### src/rtl/vga_sync_gen_if.sv
// Raster timing bundle from the VGA sync generator to the renderer and output pins.
interface vga_sync_gen_if;
  logic       hsync_o;
  logic       vsync_o;
  logic       video_on_o;
  logic [9:0] x_o;
  logic [9:0] y_o;
  logic       line_start_o;
  logic       frame_start_o;

  modport master (
    output hsync_o, vsync_o, video_on_o, x_o, y_o, line_start_o, frame_start_o
  );

  modport slave (
    input hsync_o, vsync_o, video_on_o, x_o, y_o, line_start_o, frame_start_o
  );
endinterface

### src/rtl/vga_sync_gen.sv
// Free-running VGA raster generator: h/v counters plus registered, zero-skew sync,
// video-on, coordinate and line/frame strobe outputs.
module vga_sync_gen #(
  parameter int unsigned H_ACTIVE = 640,
  parameter int unsigned H_FP     = 16,
  parameter int unsigned H_SYNC   = 96,
  parameter int unsigned H_BP     = 48,
  parameter int unsigned V_ACTIVE = 480,
  parameter int unsigned V_FP     = 10,
  parameter int unsigned V_SYNC   = 2,
  parameter int unsigned V_BP     = 33,
  parameter bit          SYNC_POL = 1'b0
) (
  input  logic           clk_i,
  input  logic           rst_i,
  vga_sync_gen_if.master vga
);

  localparam int unsigned H_TOTAL   = H_ACTIVE + H_FP + H_SYNC + H_BP;
  localparam int unsigned V_TOTAL   = V_ACTIVE + V_FP + V_SYNC + V_BP;
  localparam int unsigned MAX_TOTAL = (H_TOTAL > V_TOTAL) ? H_TOTAL : V_TOTAL;
  localparam int unsigned CW        = $clog2(MAX_TOTAL);
  localparam int unsigned HS_START  = H_ACTIVE + H_FP;
  localparam int unsigned HS_END    = H_ACTIVE + H_FP + H_SYNC - 1;
  localparam int unsigned VS_START  = V_ACTIVE + V_FP;
  localparam int unsigned VS_END    = V_ACTIVE + V_FP + V_SYNC - 1;

  logic [CW-1:0] h_cnt, v_cnt;
  logic [CW-1:0] h_nxt_c, v_nxt_c;
  logic          running;
  logic          hs_act_c, vs_act_c, video_c, line_c, frame_c;

  // Next raster position; held at (0,0) on the first edge after reset so pixel 0 is shown.
  always_comb begin
    h_nxt_c = h_cnt;
    v_nxt_c = v_cnt;
    if (running) begin
      if (h_cnt == CW'(H_TOTAL - 1)) begin
        h_nxt_c = '0;
        if (v_cnt == CW'(V_TOTAL - 1)) begin
          v_nxt_c = '0;
        end else begin
          v_nxt_c = v_cnt + CW'(1);
        end
      end else begin
        h_nxt_c = h_cnt + CW'(1);
      end
    end
  end

  // Decode from the next position so the registered outputs line up with x_o/y_o.
  always_comb begin
    hs_act_c = (h_nxt_c >= CW'(HS_START)) && (h_nxt_c <= CW'(HS_END));
    vs_act_c = (v_nxt_c >= CW'(VS_START)) && (v_nxt_c <= CW'(VS_END));
    video_c  = (h_nxt_c < CW'(H_ACTIVE)) && (v_nxt_c < CW'(V_ACTIVE));
    line_c   = (h_nxt_c == '0);
    frame_c  = (h_nxt_c == '0) && (v_nxt_c == '0);
  end

  always_ff @(posedge clk_i) begin
    if (rst_i) begin
      running           <= 1'b0;
      h_cnt             <= '0;
      v_cnt             <= '0;
      vga.hsync_o       <= ~SYNC_POL;
      vga.vsync_o       <= ~SYNC_POL;
      vga.video_on_o    <= 1'b0;
      vga.x_o           <= '0;
      vga.y_o           <= '0;
      vga.line_start_o  <= 1'b0;
      vga.frame_start_o <= 1'b0;
    end else begin
      running           <= 1'b1;
      h_cnt             <= h_nxt_c;
      v_cnt             <= v_nxt_c;
      vga.hsync_o       <= hs_act_c ? SYNC_POL : ~SYNC_POL;
      vga.vsync_o       <= vs_act_c ? SYNC_POL : ~SYNC_POL;
      vga.video_on_o    <= video_c;
      vga.x_o           <= 10'(h_nxt_c);
      vga.y_o           <= 10'(v_nxt_c);
      vga.line_start_o  <= line_c;
      vga.frame_start_o <= frame_c;
    end
  end

endmodule

### src/flat_wrapper.sv
// flat-port wrapper written by rule: the top's interface ports become plain ports
module vga_sync_gen_flat 
#(
  parameter int unsigned H_ACTIVE = 640,
  parameter int unsigned H_FP     = 16,
  parameter int unsigned H_SYNC   = 96,
  parameter int unsigned H_BP     = 48,
  parameter int unsigned V_ACTIVE = 480,
  parameter int unsigned V_FP     = 10,
  parameter int unsigned V_SYNC   = 2,
  parameter int unsigned V_BP     = 33,
  parameter bit          SYNC_POL = 1'b0
)
  (clk_i, rst_i, vga_hsync_o, vga_vsync_o, vga_video_on_o, vga_x_o, vga_y_o, vga_line_start_o, vga_frame_start_o);
  vga_sync_gen_if vga_i ();
  input  logic clk_i;
  input  logic rst_i;
  output wire logic [$bits(vga_i.hsync_o)-1:0] vga_hsync_o;
  output wire logic [$bits(vga_i.vsync_o)-1:0] vga_vsync_o;
  output wire logic [$bits(vga_i.video_on_o)-1:0] vga_video_on_o;
  output wire logic [$bits(vga_i.x_o)-1:0] vga_x_o;
  output wire logic [$bits(vga_i.y_o)-1:0] vga_y_o;
  output wire logic [$bits(vga_i.line_start_o)-1:0] vga_line_start_o;
  output wire logic [$bits(vga_i.frame_start_o)-1:0] vga_frame_start_o;
  assign vga_hsync_o = vga_i.hsync_o;
  assign vga_vsync_o = vga_i.vsync_o;
  assign vga_video_on_o = vga_i.video_on_o;
  assign vga_x_o = vga_i.x_o;
  assign vga_y_o = vga_i.y_o;
  assign vga_line_start_o = vga_i.line_start_o;
  assign vga_frame_start_o = vga_i.frame_start_o;
  vga_sync_gen #(.H_ACTIVE(H_ACTIVE), .H_FP(H_FP), .H_SYNC(H_SYNC), .H_BP(H_BP), .V_ACTIVE(V_ACTIVE), .V_FP(V_FP), .V_SYNC(V_SYNC), .V_BP(V_BP), .SYNC_POL(SYNC_POL)) u_core (.clk_i(clk_i), .rst_i(rst_i), .vga(vga_i));
endmodule
### config.mk
export PLATFORM = sky130hd
export DESIGN_NAME = vga_sync_gen_flat
export DESIGN_NICKNAME = d
export VERILOG_FILES = /design/src/rtl/vga_sync_gen_if.sv /design/src/rtl/vga_sync_gen.sv /design/src/flat_wrapper.sv
export SDC_FILE = /design/constraint.sdc
export NUM_CORES = 1
export LEC_CHECK = 0
export ABC_AREA = 1
export CORE_UTILIZATION = 52
export DETAILED_ROUTE_END_ITERATION = 10
export PLACE_DENSITY = 0.79
export SLEW_MARGIN = 20
export SYNTH_ARGS = -nofsm -noshare
export SYNTH_HDL_FRONTEND = slang
export SYNTH_SLANG_ARGS = --single-unit
### constraint.sdc
create_clock -name clk_i -period 1.8 [get_ports clk_i]
set_input_delay 0.18 -clock clk_i [delete_from_list [all_inputs] [get_ports clk_i]]
set_output_delay 0.18 -clock clk_i [all_outputs]
set_load 0.05 [all_outputs]
==> results of run 1 <==
-- report_power, final --
group	total (mW)	switching, mW	internal (mW)	leakage (nW)
Sequential	0.595	0.0110	0.584	0.218
Combinational	0.113	0.0714	0.0414	0.917
Clock	0.351	0.181	0.170	0.0261
Total	1.06	0.263	0.795	1.16
-- registers in the layout, indices dropped and copies added (netlist names) --
signal / cells
u_core.h_cnt: 10
u_core.running: 1
u_core.v_cnt: 10
u_core.vga.frame_start_o: 1
u_core.vga.hsync_o: 1
u_core.vga.line_start_o: 1
u_core.vga.video_on_o: 1
u_core.vga.vsync_o: 1
-- placed cells by master, fill, tap and decap left out, types with 5 or more instances in the layout --
master | netlist | routed
nand2_1 | 67 | 64
inv_1 | 41 | 41
nor2_1 | 36 | 32
nand3_1 | 24 | 22
buf_4 | 1 | 16
clkdlybuf4s50_1 | 0 | 14
dfxtp_1 | 26 | 13
dfxtp_2 | 0 | 10
dlymetal6s2s_1 | 0 | 9
nand4_1 | 7 | 7
a21oi_1 | 6 | 6
nor2_2 | 3 | 6
nand2_2 | 2 | 5
nor3_1 | 7 | 5
-- critical path: cells and delay by family, from the launching register on --
kind,cells,cell delay [ns]
AOI/OAI and AO/OA,1,0.29
and+or+nand+nor,7,0.70
DFF,1,0.40
adders and majority gates,1,0.16
buffers and inverters,1,0.14
-- cell type report --
class                           count  area [um^2]  area share [%]
Multi-Input combinational cell    176          932            43.7
Sequential cell                    26          544            25.5
Inverter                           43          161            7.56
Timing Repair Buffer               43          410            19.2
Tap cell                           31         38.8            1.82
Clock buffer                        4         47.5            2.23
-- path summary, 6_finish.rpt --
| kind | start | cells after the start | end | slack [ns] |
|---|---|---|---|---|
| worst max-delay path | u_core.h_cnt[1] | 10 | u_core.vga.vsync_o | 0.04 |
| worst min-delay path | rst_i | 2 | u_core.running | 0.51 |
| worst max register to register | u_core.h_cnt[1] | 10 | u_core.vga.vsync_o | 0.04 |
| worst min register to register | u_core.h_cnt[4] | 2 | u_core.h_cnt[4] | 0.53 |
-- per-layer routing --
metal	vias to the layer above	track usage [%]	part of all wire, %
met1	758	33.8	45
met2	51	45.7	47
li1	868	-	-
met3	13	2.49	4.1
met4	0	13.6	3.5
met5	-	0	0
-- repair_timing --
item	in CTS	in global routing
setup buffers	2	1
hold buffers	0	0
pin swaps	1	10
endpoints found under the setup margin	7	15
resized for setup	4	29
-- cell families (layout without fill, tap and decap cells) --
group	Yosys count	in the layout	share of synthesized area, %
AOI/OAI and AO/OA	18	18	6.13
DFF	26	26	33.1
buffers and inverters	47	90	11.5
and+or+nand+nor	155	155	46.8
adders and majority gates	3	3	2.39
==> results.sh, run 1 <==
export IMPL_status="complete, but fails checks"
export IMPL_place_congestion=0.932
export IMPL_die_h_um=57.0
export IMPL_post_place_cells=316
export IMPL_worstPathCellList="ha_4 -> nand4_4 -> nor2_4 -> buf_4 -> nand2_2 -> o21ai_1 -> nand3_1 -> nand2_1 -> nor2_1 -> nand3_1"
export IMPL_fin_nets=298
export IMPL_max_cap_violations=0
export IMPL_p_per_area_nw_per_um2=496
export IMPL_ys_seq_area_share_pct=33.1
export IMPL_synth_flop_cell="dfxtp_1"
export IMPL_instances_no_fill=323
export IMPL_cts_buffers_inserted=3
export IMPL_worst_slack_ns=0.0396
export IMPL_port_buffers=26
export IMPL_worst_setup_path_type="reg -> reg"
export IMPL_min_period_ns=1.76
export IMPL_slew_headroom_pct=65.7
export IMPL_placement_cell_area_um2=1980
export IMPL_worstSkewPairLatency_ns=0.33
export IMPL_cts_tree="yes"
export IMPL_worstMarginPinSlew_ns=0.513
export IMPL_violations="design-rule violations"
export IMPL_fillers=230
export IMPL_syn_to_final_growth_pct=35.8
export IMPL_slowest_stage="dfxtp_4"
export IMPL_worst_ep_required_time_ns=2.08
export IMPL_critPathArrivalTime_ns=2.04
export IMPL_cts_buffer_depth=2
export IMPL_synth_edf_count=0
export IMPL_place_detailed_hpwl_um=3080
export IMPL_wl_per_cell_um=12.7
export IMPL_root_buffer="clkbuf_4"
export IMPL_cp_common_cell="nand3_1"
export IMPL_drt_iter0_markers=91
export IMPL_grt_use_total_pct=26.8
export IMPL_pin_count=27
export IMPL_drive_above_1_share_pct=21.6
export IMPL_overflow=0
export IMPL_fmax_mhz=568
export IMPL_vdd_ir_drop_max_mv=0.298
export IMPL_drv_slew=0
export IMPL_coreArea_um2=2810
export IMPL_hold_violations=0
export IMPL_via_per_inst=5.23
export IMPL_yosysMostFrequentCell="nand2_1"
export IMPL_grt_pass1_wl_um=6850
export IMPL_synth_seq_cells=26
export IMPL_row_count=19
export IMPL_die_w_um=57.0
export IMPL_grt_pass1_vias=1581
export IMPL_ant_nets=0
export IMPL_p_leak_nw=1.16
export IMPL_h_tree_depth=1
export IMPL_critPathMaxFanout=5
export IMPL_vias=1690
export IMPL_netlist_area_um2=1570
export IMPL_worstSetupStartpointType="register"
export IMPL_fin_crit_sh_pct=97.8
export IMPL_initial_core_util_pct=56.0
export IMPL_whs_ns=0.507
export IMPL_cts_num_sinks=26
export IMPL_syn_num_nets=254
export IMPL_totalPowerFinal_mw=1.06
export IMPL_synth_commonest_cells="67 x nand2_1, 41 x inv_1, 36 x nor2_1"
export IMPL_grt_max_degree=16
export IMPL_critPathMaxStageDelay_ns=0.40
export IMPL_tns_ns=0
export IMPL_drc=2
export IMPL_yosysWarnings=0
export IMPL_wl_um=4100
export IMPL_clk_pin_slew_worst_paths_ns=0.15
export IMPL_rsz0062_at_grt="yes"
export IMPL_drt_pass1_iter_count=7
export IMPL_pre_cts_ws_ns=-0.0849
export IMPL_skew_ns=0.00838
export IMPL_netlist_cell_type_count=25
export IMPL_synthArstFlopShare_pct=0
export IMPL_antenna_found_initial=0
export IMPL_design_area_um2=2130
export IMPL_synth_top_area_cell="dfxtp_1"
export IMPL_synth_cells=249
export IMPL_setup_violations_final=0
export IMPL_diodes=0
export IMPL_syn_area_per_cell_um2=6.31
export IMPL_yosysTopAreaCellShare_pct=33.1
export IMPL_die_area_um2=3250
export IMPL_endpoint_kind="register"
export IMPL_fin_util_pct=76.1
export IMPL_ys_top_cells_by_area="dfxtp_1 33%, nand2_1 16%, inv_1 9.8%"
export IMPL_hp_class="in -> reg"
No activity file was read; power rests on OpenSTA's default activity.
==> run 2: changes to the inputs <==
- GPL_ROUTABILITY_DRIVEN: not set -> 0
==> run 2 against run 1 <==
Against the previous run: the flow still finishes with violations (design-rule violations); utilization decreased by 1.6 points; first-iteration DRC count increased by 12%; final area decreased by 2.1%; worst hold slack got worse by 0.024 ns; count of clock-buffer cells in the layout unchanged; final cell count decreased by 2.2%; maximum frequency decreased by 0.79%; sequential power about the same; largest cell class unchanged; combinational power decreased by 7%; flip-flop and latch count unchanged; critical endpoint is now vga_y_o[3].
==> results.sh, run 2 (same netlist as run 1, synthesis figures left out) <==
export IMPL_design_area_um2=2090
export IMPL_instances_no_fill=316
export IMPL_top_layer_used="met4"
export IMPL_h_tree_depth=1
export IMPL_slowest_stage="clkdlybuf4s50_1"
export IMPL_pin_count=27
export IMPL_tns_ns=0
export IMPL_drive_above_1_share_pct=21.1
export IMPL_clk_pin_slew_worst_paths_ns=0.15
export IMPL_layout_commonest_cell="nand2_1"
export IMPL_drt_iter0_markers=102
export IMPL_grt_max_degree=18
export IMPL_grt_use_total_pct=23.9
export IMPL_cp_num_buf_inv=1
export IMPL_met1Wirelength_um=1760
export IMPL_worstSetupStartpointType="register"
export IMPL_wl_um=3950
export IMPL_wl_met2_um=1880
export IMPL_worst_ep_required_time_ns=1.62
export IMPL_cts_tree="yes"
export IMPL_mostFrequentLayoutCells="63 x nand2_1, 41 x inv_1, 29 x nor2_1"
export IMPL_pre_cts_ws_ns=-0.0183
export IMPL_critPathMaxStageDelay_ns=0.83
export IMPL_syn_to_final_growth_pct=33.0
export IMPL_initial_core_util_pct=56.0
export IMPL_vias=1681
export IMPL_worstPathCellList="clkdlybuf4s50_1"
export IMPL_antenna_found_initial=0
export IMPL_cts_num_sinks=26
export IMPL_setup_violations_final=0
export IMPL_drv_slew=0
export IMPL_drc=2
export IMPL_wl_per_cell_um=12.5
export IMPL_violations="design-rule violations"
export IMPL_grt_pass1_wl_um=6050
export IMPL_vdd_ir_drop_max_mv=0.367
export IMPL_die_h_um=57.0
export IMPL_fmax_mhz=564
export IMPL_coreArea_um2=2810
export IMPL_worstSkewPairLatency_ns=0.33
export IMPL_port_buffers=26
export IMPL_overflow=0
export IMPL_cts_buffers_inserted=3
export IMPL_cts_buffer_depth=2
export IMPL_totalPowerFinal_mw=1.06
export IMPL_fin_nets=291
export IMPL_post_place_cells=309
export IMPL_ant_nets=0
export IMPL_critical_path_top_delay_family="buffers and inverters"
export IMPL_p_per_area_nw_per_um2=506
export IMPL_rsz0062_at_grt="yes"
export IMPL_fin_util_pct=74.5
export IMPL_critPathMaxFanout=5
export IMPL_slew_headroom_pct=66.4
export IMPL_min_period_ns=1.77
export IMPL_root_buffer="clkbuf_4"
export IMPL_whs_ns=0.483
export IMPL_critPathArrivalTime_ns=1.59
export IMPL_via_per_inst=5.32
export IMPL_skew_ns=0.00277
export IMPL_hold_violations=0
export IMPL_worst_slack_ns=0.0255
export IMPL_fin_crit_sh_pct=98.6
export IMPL_drt_pass1_iter_count=7
export IMPL_hp_class="in -> reg"
export IMPL_diodes=0
export IMPL_endpoint_kind="output port"
export IMPL_p_leak_nw=1.07
export IMPL_worst_setup_path_type="reg -> out"
export IMPL_die_area_um2=3250
export IMPL_grt_pass1_vias=1416
export IMPL_die_w_um=57.0
export IMPL_dr_wl_met3_um=174
export IMPL_row_count=19
export IMPL_status="complete, but fails checks"
export IMPL_placement_cell_area_um2=1920
export IMPL_reg_top3="u_core.h_cnt x10, u_core.v_cnt x10"
export IMPL_place_detailed_hpwl_um=2860
export IMPL_worstMarginPinSlew_ns=0.503
export IMPL_max_cap_violations=0
## run 2: area by class of cell
cell class | count | area, um^2
tap | 31 | 38.8
clock buffer | 4 | 47.5
sequential | 26 | 542
fill | 236 | 716
timing repair buffer | 35 | 344
multi-input combinational | 177 | 956
inverter | 43 | 161
## run 2: worst paths after layout
kind | start | endpoint | slack (ns) | cells past startpoint
setup reg to reg | u_core.v_cnt[0] | u_core.vga.video_on_o | 0.08 | 11
hold reg to reg | u_core.v_cnt[7] | u_core.v_cnt[7] | 0.56 | 2
hold / removal | rst_i | u_core.h_cnt[8] | 0.48 | 2
setup / recovery | u_core.v_cnt[3] | vga_y_o[3] | 0.03 | 1
## run 2: layer usage
| metal | GRT usage [%] | vias to the layer above |
|---|---|---|
| met1 | 30.8 | 758 |
| li1 | - | 860 |
| met2 | 39.0 | 52 |
| met5 | 0 | - |
| met3 | 2.72 | 11 |
| met4 | 13.6 | 0 |
## run 2: power breakdown
group          total, mW  internal (mW)  switching [mW]
clock network      0.355          0.170           0.185
logic              0.105         0.0370          0.0685
registers          0.596          0.586          0.0108
## run 2: what timing repair did
action | CTS | global route
setup buffers | 0 | 2
hold buffers | 0 | 0
endpoints found under the hold margin | 0 | 0
gates resized for setup | 4 | 29
endpoints found under the setup margin | 4 | 10
gates cloned | 1 | 0
pin swaps | 1 | 12
